## config.mk

```make
export PLATFORM = sky130hd
export DESIGN_NAME = ologic_align_seq
export DESIGN_NICKNAME = d
export VERILOG_FILES = /design/src/rtl/ologic_align_seq.sv
export SDC_FILE = /design/constraint.sdc
export NUM_CORES = 1
export LEC_CHECK = 0
export CORE_ASPECT_RATIO = 1.2
export CORE_MARGIN = 4
export CORE_UTILIZATION = 45
export CTS_CLUSTER_DIAMETER = 120
export CTS_CLUSTER_SIZE = 28
export DETAILED_ROUTE_END_ITERATION = 8
export HOLD_SLACK_MARGIN = 0.08
export PLACE_DENSITY = 0.83
export SETUP_SLACK_MARGIN = 0.02
export SLEW_MARGIN = 40
export SYNTH_ARGS = -nofsm -noshare
export SYNTH_HDL_FRONTEND = slang
export SYNTH_SLANG_ARGS = --single-unit
```

## constraint.sdc

```tcl
create_clock -name gsclk_ol -period 1.8 [get_ports gsclk_ol]
set_input_delay 0.36 -clock gsclk_ol [delete_from_list [all_inputs] [get_ports gsclk_ol]]
set_output_delay 0.36 -clock gsclk_ol [all_outputs]
set_load 0.01 [all_outputs]
```

## src/rtl/ologic_align_seq.sv

```systemverilog
// OLOGIC bring-up sequencer: waits for a stable PLL lock, pulses the SerDes reset,
// then toggles align_ol on each lane in turn before asserting phy_ready.
module ologic_align_seq #(
    parameter int unsigned NUM_LANES     = 4,
    parameter int unsigned LOCK_STABLE   = 8,
    parameter int unsigned RST_CYCLES    = 4,
    parameter int unsigned ALIGN_CYCLES  = 4,
    parameter int unsigned SETTLE_CYCLES = 2
) (
    input  logic                 gsclk_ol,
    input  logic                 rst_n,
    input  logic                 pll_lock,
    input  logic                 start,
    input  logic                 retrain,
    output logic                 serdes_rst,
    output logic                 align_ol,
    output logic [NUM_LANES-1:0] lane_en,
    output logic                 phy_ready,
    output logic                 busy,
    output logic [7:0]           relock_cnt
);

    localparam int unsigned LANE_W  = (NUM_LANES > 1) ? $clog2(NUM_LANES) : 1;
    localparam int unsigned MAX_AB  = (LOCK_STABLE > RST_CYCLES) ? LOCK_STABLE : RST_CYCLES;
    localparam int unsigned MAX_CD  = (ALIGN_CYCLES > SETTLE_CYCLES) ? ALIGN_CYCLES : SETTLE_CYCLES;
    localparam int unsigned MAX_CNT = (MAX_AB > MAX_CD) ? MAX_AB : MAX_CD;
    localparam int unsigned CNT_W   = (MAX_CNT > 1) ? $clog2(MAX_CNT) : 1;

    localparam logic [CNT_W-1:0]  LOCK_LAST   = CNT_W'(LOCK_STABLE - 1);
    localparam logic [CNT_W-1:0]  RST_LAST    = CNT_W'(RST_CYCLES - 1);
    localparam logic [CNT_W-1:0]  ALIGN_LAST  = CNT_W'(ALIGN_CYCLES - 1);
    localparam logic [CNT_W-1:0]  SETTLE_LAST = CNT_W'(SETTLE_CYCLES - 1);
    localparam logic [LANE_W-1:0] LANE_LAST   = LANE_W'(NUM_LANES - 1);

    typedef enum logic [2:0] {
        IDLE,
        LOCK_WAIT,
        SRST,
        ALIGN,
        SETTLE,
        DONE
    } state_t;

    state_t               state_q, state_d;
    logic [CNT_W-1:0]     cnt_q, cnt_d;
    logic [LANE_W-1:0]    lane_q, lane_d;
    logic [7:0]           relock_q, relock_d;
    logic                 serdes_rst_q, serdes_rst_d;
    logic                 align_ol_q, align_ol_d;
    logic [NUM_LANES-1:0] lane_en_q, lane_en_d;
    logic                 phy_ready_q, phy_ready_d;
    logic                 busy_q, busy_d;
    logic                 lock_lost;

    always_comb begin
        state_d   = state_q;
        cnt_d     = cnt_q + CNT_W'(1);
        lane_d    = lane_q;
        relock_d  = relock_q;
        lock_lost = !pll_lock && (state_q inside {SRST, ALIGN, SETTLE, DONE});

        // Lock loss outranks every other transition, including retrain in DONE.
        if (lock_lost) begin
            state_d = LOCK_WAIT;
            cnt_d   = '0;
            lane_d  = '0;
            if (relock_q != 8'hFF) begin
                relock_d = relock_q + 8'd1;
            end
        end else begin
            case (state_q)
                IDLE: begin
                    cnt_d = '0;
                    if (start) begin
                        state_d = LOCK_WAIT;
                    end
                end
                LOCK_WAIT: begin
                    if (!pll_lock) begin
                        cnt_d = '0;
                    end else if (cnt_q == LOCK_LAST) begin
                        state_d = SRST;
                        cnt_d   = '0;
                    end
                end
                SRST: begin
                    if (cnt_q == RST_LAST) begin
                        state_d = ALIGN;
                        cnt_d   = '0;
                        lane_d  = '0;
                    end
                end
                ALIGN: begin
                    if (cnt_q == ALIGN_LAST) begin
                        state_d = SETTLE;
                        cnt_d   = '0;
                    end
                end
                SETTLE: begin
                    if (cnt_q == SETTLE_LAST) begin
                        cnt_d = '0;
                        if (lane_q == LANE_LAST) begin
                            state_d = DONE;
                        end else begin
                            state_d = ALIGN;
                            lane_d  = lane_q + LANE_W'(1);
                        end
                    end
                end
                DONE: begin
                    cnt_d = '0;
                    if (retrain) begin
                        state_d = SRST;
                    end
                end
                default: begin
                    state_d = IDLE;
                    cnt_d   = '0;
                    lane_d  = '0;
                end
            endcase
        end

        // Outputs are decoded from the next state so they are valid on state entry.
        serdes_rst_d = 1'b0;
        align_ol_d   = 1'b0;
        lane_en_d    = '0;
        phy_ready_d  = 1'b0;
        busy_d       = 1'b1;
        case (state_d)
            IDLE: begin
                serdes_rst_d = 1'b1;
                busy_d       = 1'b0;
            end
            LOCK_WAIT, SRST: serdes_rst_d = 1'b1;
            ALIGN: begin
                lane_en_d[lane_d] = 1'b1;
                align_ol_d        = (state_q == ALIGN) ? !align_ol_q : 1'b1;
            end
            SETTLE: ;
            DONE: begin
                phy_ready_d = 1'b1;
                busy_d      = 1'b0;
            end
            default: begin
                serdes_rst_d = 1'b1;
                busy_d       = 1'b0;
            end
        endcase
    end

    always_ff @(posedge gsclk_ol) begin
        if (!rst_n) begin
            state_q      <= IDLE;
            cnt_q        <= '0;
            lane_q       <= '0;
            relock_q     <= '0;
            serdes_rst_q <= 1'b1;
            align_ol_q   <= 1'b0;
            lane_en_q    <= '0;
            phy_ready_q  <= 1'b0;
            busy_q       <= 1'b0;
        end else begin
            state_q      <= state_d;
            cnt_q        <= cnt_d;
            lane_q       <= lane_d;
            relock_q     <= relock_d;
            serdes_rst_q <= serdes_rst_d;
            align_ol_q   <= align_ol_d;
            lane_en_q    <= lane_en_d;
            phy_ready_q  <= phy_ready_d;
            busy_q       <= busy_d;
        end
    end

    assign serdes_rst = serdes_rst_q;
    assign align_ol   = align_ol_q;
    assign lane_en    = lane_en_q;
    assign phy_ready  = phy_ready_q;
    assign busy       = busy_q;
    assign relock_cnt = relock_q;

endmodule

```

# After elaboration in Yosys (flattened, before gate mapping)
# Cells that the tools add are included.
dict set report word_totals {
  register_bits 24
  latch_bits 0
  ramBits 0
  romBits 0
  elab_cells 69
  mem_count 0
}
dict set report classes {
  n_addsub 3
  mul 0
  div 0
  order_cmp 2
  eq_ne 15
  n_shift 0
  n_mux 26
  n_bitwise 1
  reduce_logical 13
}
# operator count
set op_table {}
lappend op_table {{$mux 3} 13}
lappend op_table {{$pmux 3 s6} 1}
lappend op_table {{$eq 3x2->1 const B} 5}
lappend op_table {{$eq 3x3->1 const B} 5}
lappend op_table {{$eq 3x1->1 const B} 3}
lappend op_table {{$pmux 3 s3} 1}
lappend op_table {{$add 8x1->8 const B} 1}
lappend op_table {{$mux 2} 4}
lappend op_table {{$ne 8x8->1 const B} 1}
lappend op_table {{$reduce_or 4->1} 2}
lappend op_table {{$pmux 2 s3} 1}
lappend op_table {{$mux 1} 5}
lappend op_table {{$reduce_and 2->1} 2}
lappend op_table {{$reduce_bool 4->1} 1}
lappend op_table {{$reduce_or 2->1} 2}
lappend op_table {{$add 3x1->3 const B} 1}
lappend op_table {{$logic_not 3->1} 1}
lappend op_table {{$lt 2x3->1 const B} 1}
lappend op_table {{$reduce_or 3->1} 1}
lappend op_table {{$add 2x1->2 const B} 1}
lappend op_table {{$demux 1 s2} 1}
lappend op_table {{$eq 2x2->1 const B} 1}
lappend op_table {{$ge 2x1->1 const B} 1}
lappend op_table {{$logic_and 1x1->1} 2}
lappend op_table {{other kinds (2)} 3}

# Logic depth before layout (Yosys ltp)
dict set report logic_depth {
  ltp_word 9
  depth_mapped 7
  depth_no_buf 7
}

# Worst setup path before layout
# No wires, ideal clock.
dict set report synth_path {
  path_type {register -> register}
  from {register cnt_q[0]}
  to {register busy_q, in the netlist busy}
  setup_time_ns 0.114
  t_arrival_ns 1.646
  required_ns 1.686
  setup_slack_ns 0.040
  stages_incl_launch_ff 8
  n_path_buf 0
  period_less_slack_ns 1.760
  cell_sequence {dfxtp_1 ha_1 ha_1 nor2b_1 o221ai_1 nand3_2 xor2_1 a21o_1}
}
dict set report synth_via {
  elab_chain_len 8
  word_cells_on_any_way 16
  classes_between {7 x eq/ne; 8 x mux; 1 x reduce/logical}
}
# item line_no
set synth_lines {}
lappend synth_lines {{start, declared} 45} ;# logic [CNT_W-1:0] cnt_q, cnt_d;
lappend synth_lines {{start signal, assigned} 165} ;# cnt_q <= cnt_d;
lappend synth_lines {{$eq 3x3->1} 81} ;# end else if (cnt_q == LOCK_LAST) begin
lappend synth_lines {{$mux 3} 81}
lappend synth_lines {{$mux 3} 79} ;# if (!pll_lock) begin
lappend synth_lines {{$pmux 3 s6 *} 71} ;# case (state_q)
lappend synth_lines {{$mux 3 *} 63} ;# if (lock_lost) begin
lappend synth_lines {{$eq 3x3->1 (tied with other cells)} 130} ;# case (state_d)
lappend synth_lines {{$reduce_or 4->1 (no line) *} n/a}
lappend synth_lines {{$mux 1 *} 130}
lappend synth_lines {{end signal, assigned} 172} ;# busy_q <= busy_d;
lappend synth_lines {{end, declared} 52} ;# logic busy_q, busy_d;
# Every way passes the cells marked *; elsewhere a longest branch is shown, timed or not.
# A chain may end at the register's enable or synchronous reset.

# Worst setup path after layout
dict set report layout_path {
  from {register cnt_q[0]}
  to {register lane_en_q[1], in the netlist lane_en[1]}
}
dict set report layout_via {
  elab_chain_len 8
  word_cells_on_any_way 21
  classes_between {2 x order compare; 4 x eq/ne; 13 x mux; 2 x reduce/logical}
}
# item line_no
set layout_lines {}
lappend layout_lines {{$eq 3x1->1 / $eq 3x2->1 (equally long branches)} {100, 87, 94}}
lappend layout_lines {{$mux 2 (on tied branches)} {100, 87}}
lappend layout_lines {{$pmux 2 s3} 71}
lappend layout_lines {{$mux 2} 63}
lappend layout_lines {{$lt 2x3->1 (implied by the code) / $ge 2x1->1 (equally long branches)} 137} ;# lane_en_d[lane_d] = 1'b1;
lappend layout_lines {{$logic_and 1x1->1 (implied by the code)} 137}
lappend layout_lines {{$mux 1 (implied by the code)} 137}
lappend layout_lines {{$demux 1 s2} 137}
lappend layout_lines {{end signal, assigned} 170} ;# lane_en_q <= lane_en_d;
lappend layout_lines {{end, declared} 50} ;# logic [NUM_LANES-1:0] lane_en_q, lane_en_d;
# Parallel ways exist; a longest one is shown, timed or not.

==> results.toml <==
[logic_synthesis]
async_reset_ff_share_pct = 0
synth_most_common_cell = "dfxtp_1"
synth_edf_count = 0
syn_inst = 140
syn_area_sq_um = 1310
synth_top_flop_cell = "dfxtp_1"
synth_area_per_cell_sq_um = 9.37
synth_seq_cells = 24
synthTopCellsByArea = "dfxtp_1 (37%), ha_1 (6.7%), nor2_1 (3.4%), nand2_1 (3.1%), xor2_1 (2.7%)"
synth_nets = 152
yosys-top-cells-count = "dfxtp_1 (24), nor2_1 (12), nand2_1 (11)"
ys_types = 51
yosysTopAreaCell = "dfxtp_1"
yosysWarningCount = 0
yosysSeqAreaShare_pct = 36.6
synth_top_area_share_pct = 36.6

[global_routing]
grt_usage_pct = 17.7
grt_use_met2_pct = 33.7
gr-max-usage-layer = "met2"
grt_overflow = 0
grt_pass1_vias = 1268
grt_pass1_wl_um = 5320
grt_start_max_net_pins = 15
grt_use_met3_pct = 3.25
use_met1_pct = 17.5
antenna_found_initial = 0

[job]
maxCapViolCount = 0

[clock_network]
cts_sinks = 24
numCtsBuffers = 3
cts_hold_buffers = 0
cts_tree = "done"
clk_pin_slew_ns = 0.14
cts.htree.levels = 1
clock_path_buffers = 2
clkLatencyLatePin_ns = 0.32
clock_tree.root_cell = "clkbuf_4"

[critical_path]
rr_endpoint = "lane_en[1]"
worstPathRequired_ns = 2.07
regToRegSetupSlack_ns = -0.02
path_class = "reg -> reg"
r2r_cells = 7
cp-end-kind = "register"
crit_arrival_ns = 2.09
r2r_start = "cnt_q[0]"
crit_fanout = 5
critPathLaunchType = "register"

[power]
peakVddDrop_uv = 309
p_total_mw = 1.01
power.density_nw_per_um2 = 548
power.leakage_nw = 0.713

[placement]
gp_congestion = 0.888
place_ws_ns = -0.351
place_hpwl_um = 2360
portBuffers = 20

[timing]
clock-skew-final_ns = 0.00973
post-route-min-period_ns = 1.82
layout_setup_ws_ns = -0.0177
fmax_mhz = 550
maxSlewHeadroom_pct = 73.5
rsz0062_at_grt = "yes"
setup_viol = 4
hold_violations = 0
finalSetupTns_ns = -0.0299
report.final.slew_viol_count = 0
fin_crit_sh_pct = 101
tightestPinTransition_ns = 0.392

[hold_path]
min_path_type = "reg -> reg"
whs_endpoint = "align_ol"
whs_path_depth = 1
hold_start = "align_ol"

[drt]
wl_per_cell_um = 15.1
drc = 0
via_per_inst = 5.54
first_pass_iters = 4
drt_iter0_markers = 43
num_vias = 1192
ant_nets = 0
wirelength_um = 3250

[finish]
drive_gt1_share_pct = 32.0
final_util_pct = 66.4
fillers = 215
nNetsFinal = 194
area_delta_synth_final_pct = 41.1
num_antenna_cells = 0

[die]
die_h_um = 67.1
dieArea_sq_um = 3840
design.core.area_sq_um = 2790
start_util_pct = 47.1
io_pins = 21
die_w_um = 57.3
fp-row-count = 21

[status]
violations = "negative setup slack"
status = "finished, violations left"
kinds of logic after synthesis:
logic type	Yosys count	share of synthesized area, %
adders and majority gates	8	7.54
and+or+nand+nor	60	28.6
AOI/OAI and AO/OA	25	14.9
xor gates and xnor gates	7	4.68
DFF	24	36.6
muxes	3	2.29
buffers and inverters	13	5.34
layout by cell type (no fill, tap or decap), types with 2 or more instances in the layout:
master	instances
and2_1	4
dfxtp_1	17
ha_1	3
buf_4	22
o21ai_2	2
and3_1	2
clkbuf_4	3
inv_1	5
nor2b_1	3
nor3b_2	3
a32oi_1	3
nand2_1	11
a21oi_1	2
xor2_1	4
o21ai_0	3
and3b_1	2
mux2i_1	3
dfxtp_2	6
ha_4	4
nor4bb_1	2
a31oi_1	2
nor2b_2	2
nor2_1	12
nor3_1	2
o211ai_1	2
nand2b_1	4
clkdlybuf4s50_1	19
xnor2_1	3
critical path, stage by stage (launching register included):
cell     delay (ns)
dfxtp_4        0.39
buf_6          0.10
ha_4           0.11
or3b_4         0.37
a311o_1        0.37
nand3_4        0.12
nand2_4        0.08
and3b_1        0.22
sequential cells by signal, summed over array words and instances, names as in the netlist:
name / count
busy: 1
phy_ready: 1
cnt_q: 3
lane_en: 4
serdes_rst: 1
relock_cnt: 8
align_ol: 1
state_q: 3
lane_q: 2
per-stage QoR:
step	hold slack, ns	instance area, sq um	instances
2_1_floorplan	0.421	1310	140
3_3_place_gp	0.460	1680	210
3_5_place_dp	0.440	1680	210
4_1_cts	0.470	1810	215
5_1_grt	0.524	1850	215
6_report	0.478	1850	215
power breakdown:
group	switching (mW)	internal, mW	leakage, nW
Clock	0.167	0.225	0.0279
Combinational	0.0412	0.0392	0.488
Sequential	0.00570	0.535	0.197
Total	0.214	0.799	0.713
worst max-delay path by stage:
stage	start	end	cells after the start
finish	cnt_q[0]	lane_en[1]	7
global route	cnt_q[0]	lane_en[1]	8
CTS	cnt_q[0]	lane_en[1]	7
detailed placement	pll_lock	relock_cnt[5]	6
global placement	pll_lock	relock_cnt[5]	6
floorplan	cnt_q[0]	busy	7
repair_timing:
item | in CTS | in global routing
setup buffers | 1 | 0
gates resized for setup | 17 | 15
endpoints found under the setup margin | 10 | 13
hold endpoints to repair | 0 | 0
pin swaps | 7 | 3
area by class of cell:
cell class                 count  area [sq um]  area share, %
sequential                    24           492           26.6
multi-input combinational    103           862           46.6
tap                           34          42.5           2.30
clock inverter                 1          30.0           1.62
inverter                       7          26.3           1.42
timing repair buffer          43           375           20.3
clock buffer                   3          22.5           1.22
per-layer routing:
| metal | up-vias | part of all wire [%] |
|---|---|---|
| li1 | 578 | - |
| met1 | 571 | 39 |
| met2 | 33 | 53 |
| met3 | 10 | 3.8 |
| met4 | 0 | 3.7 |
| met5 | - | 0 |
Power figures use the tool's default switching activity.
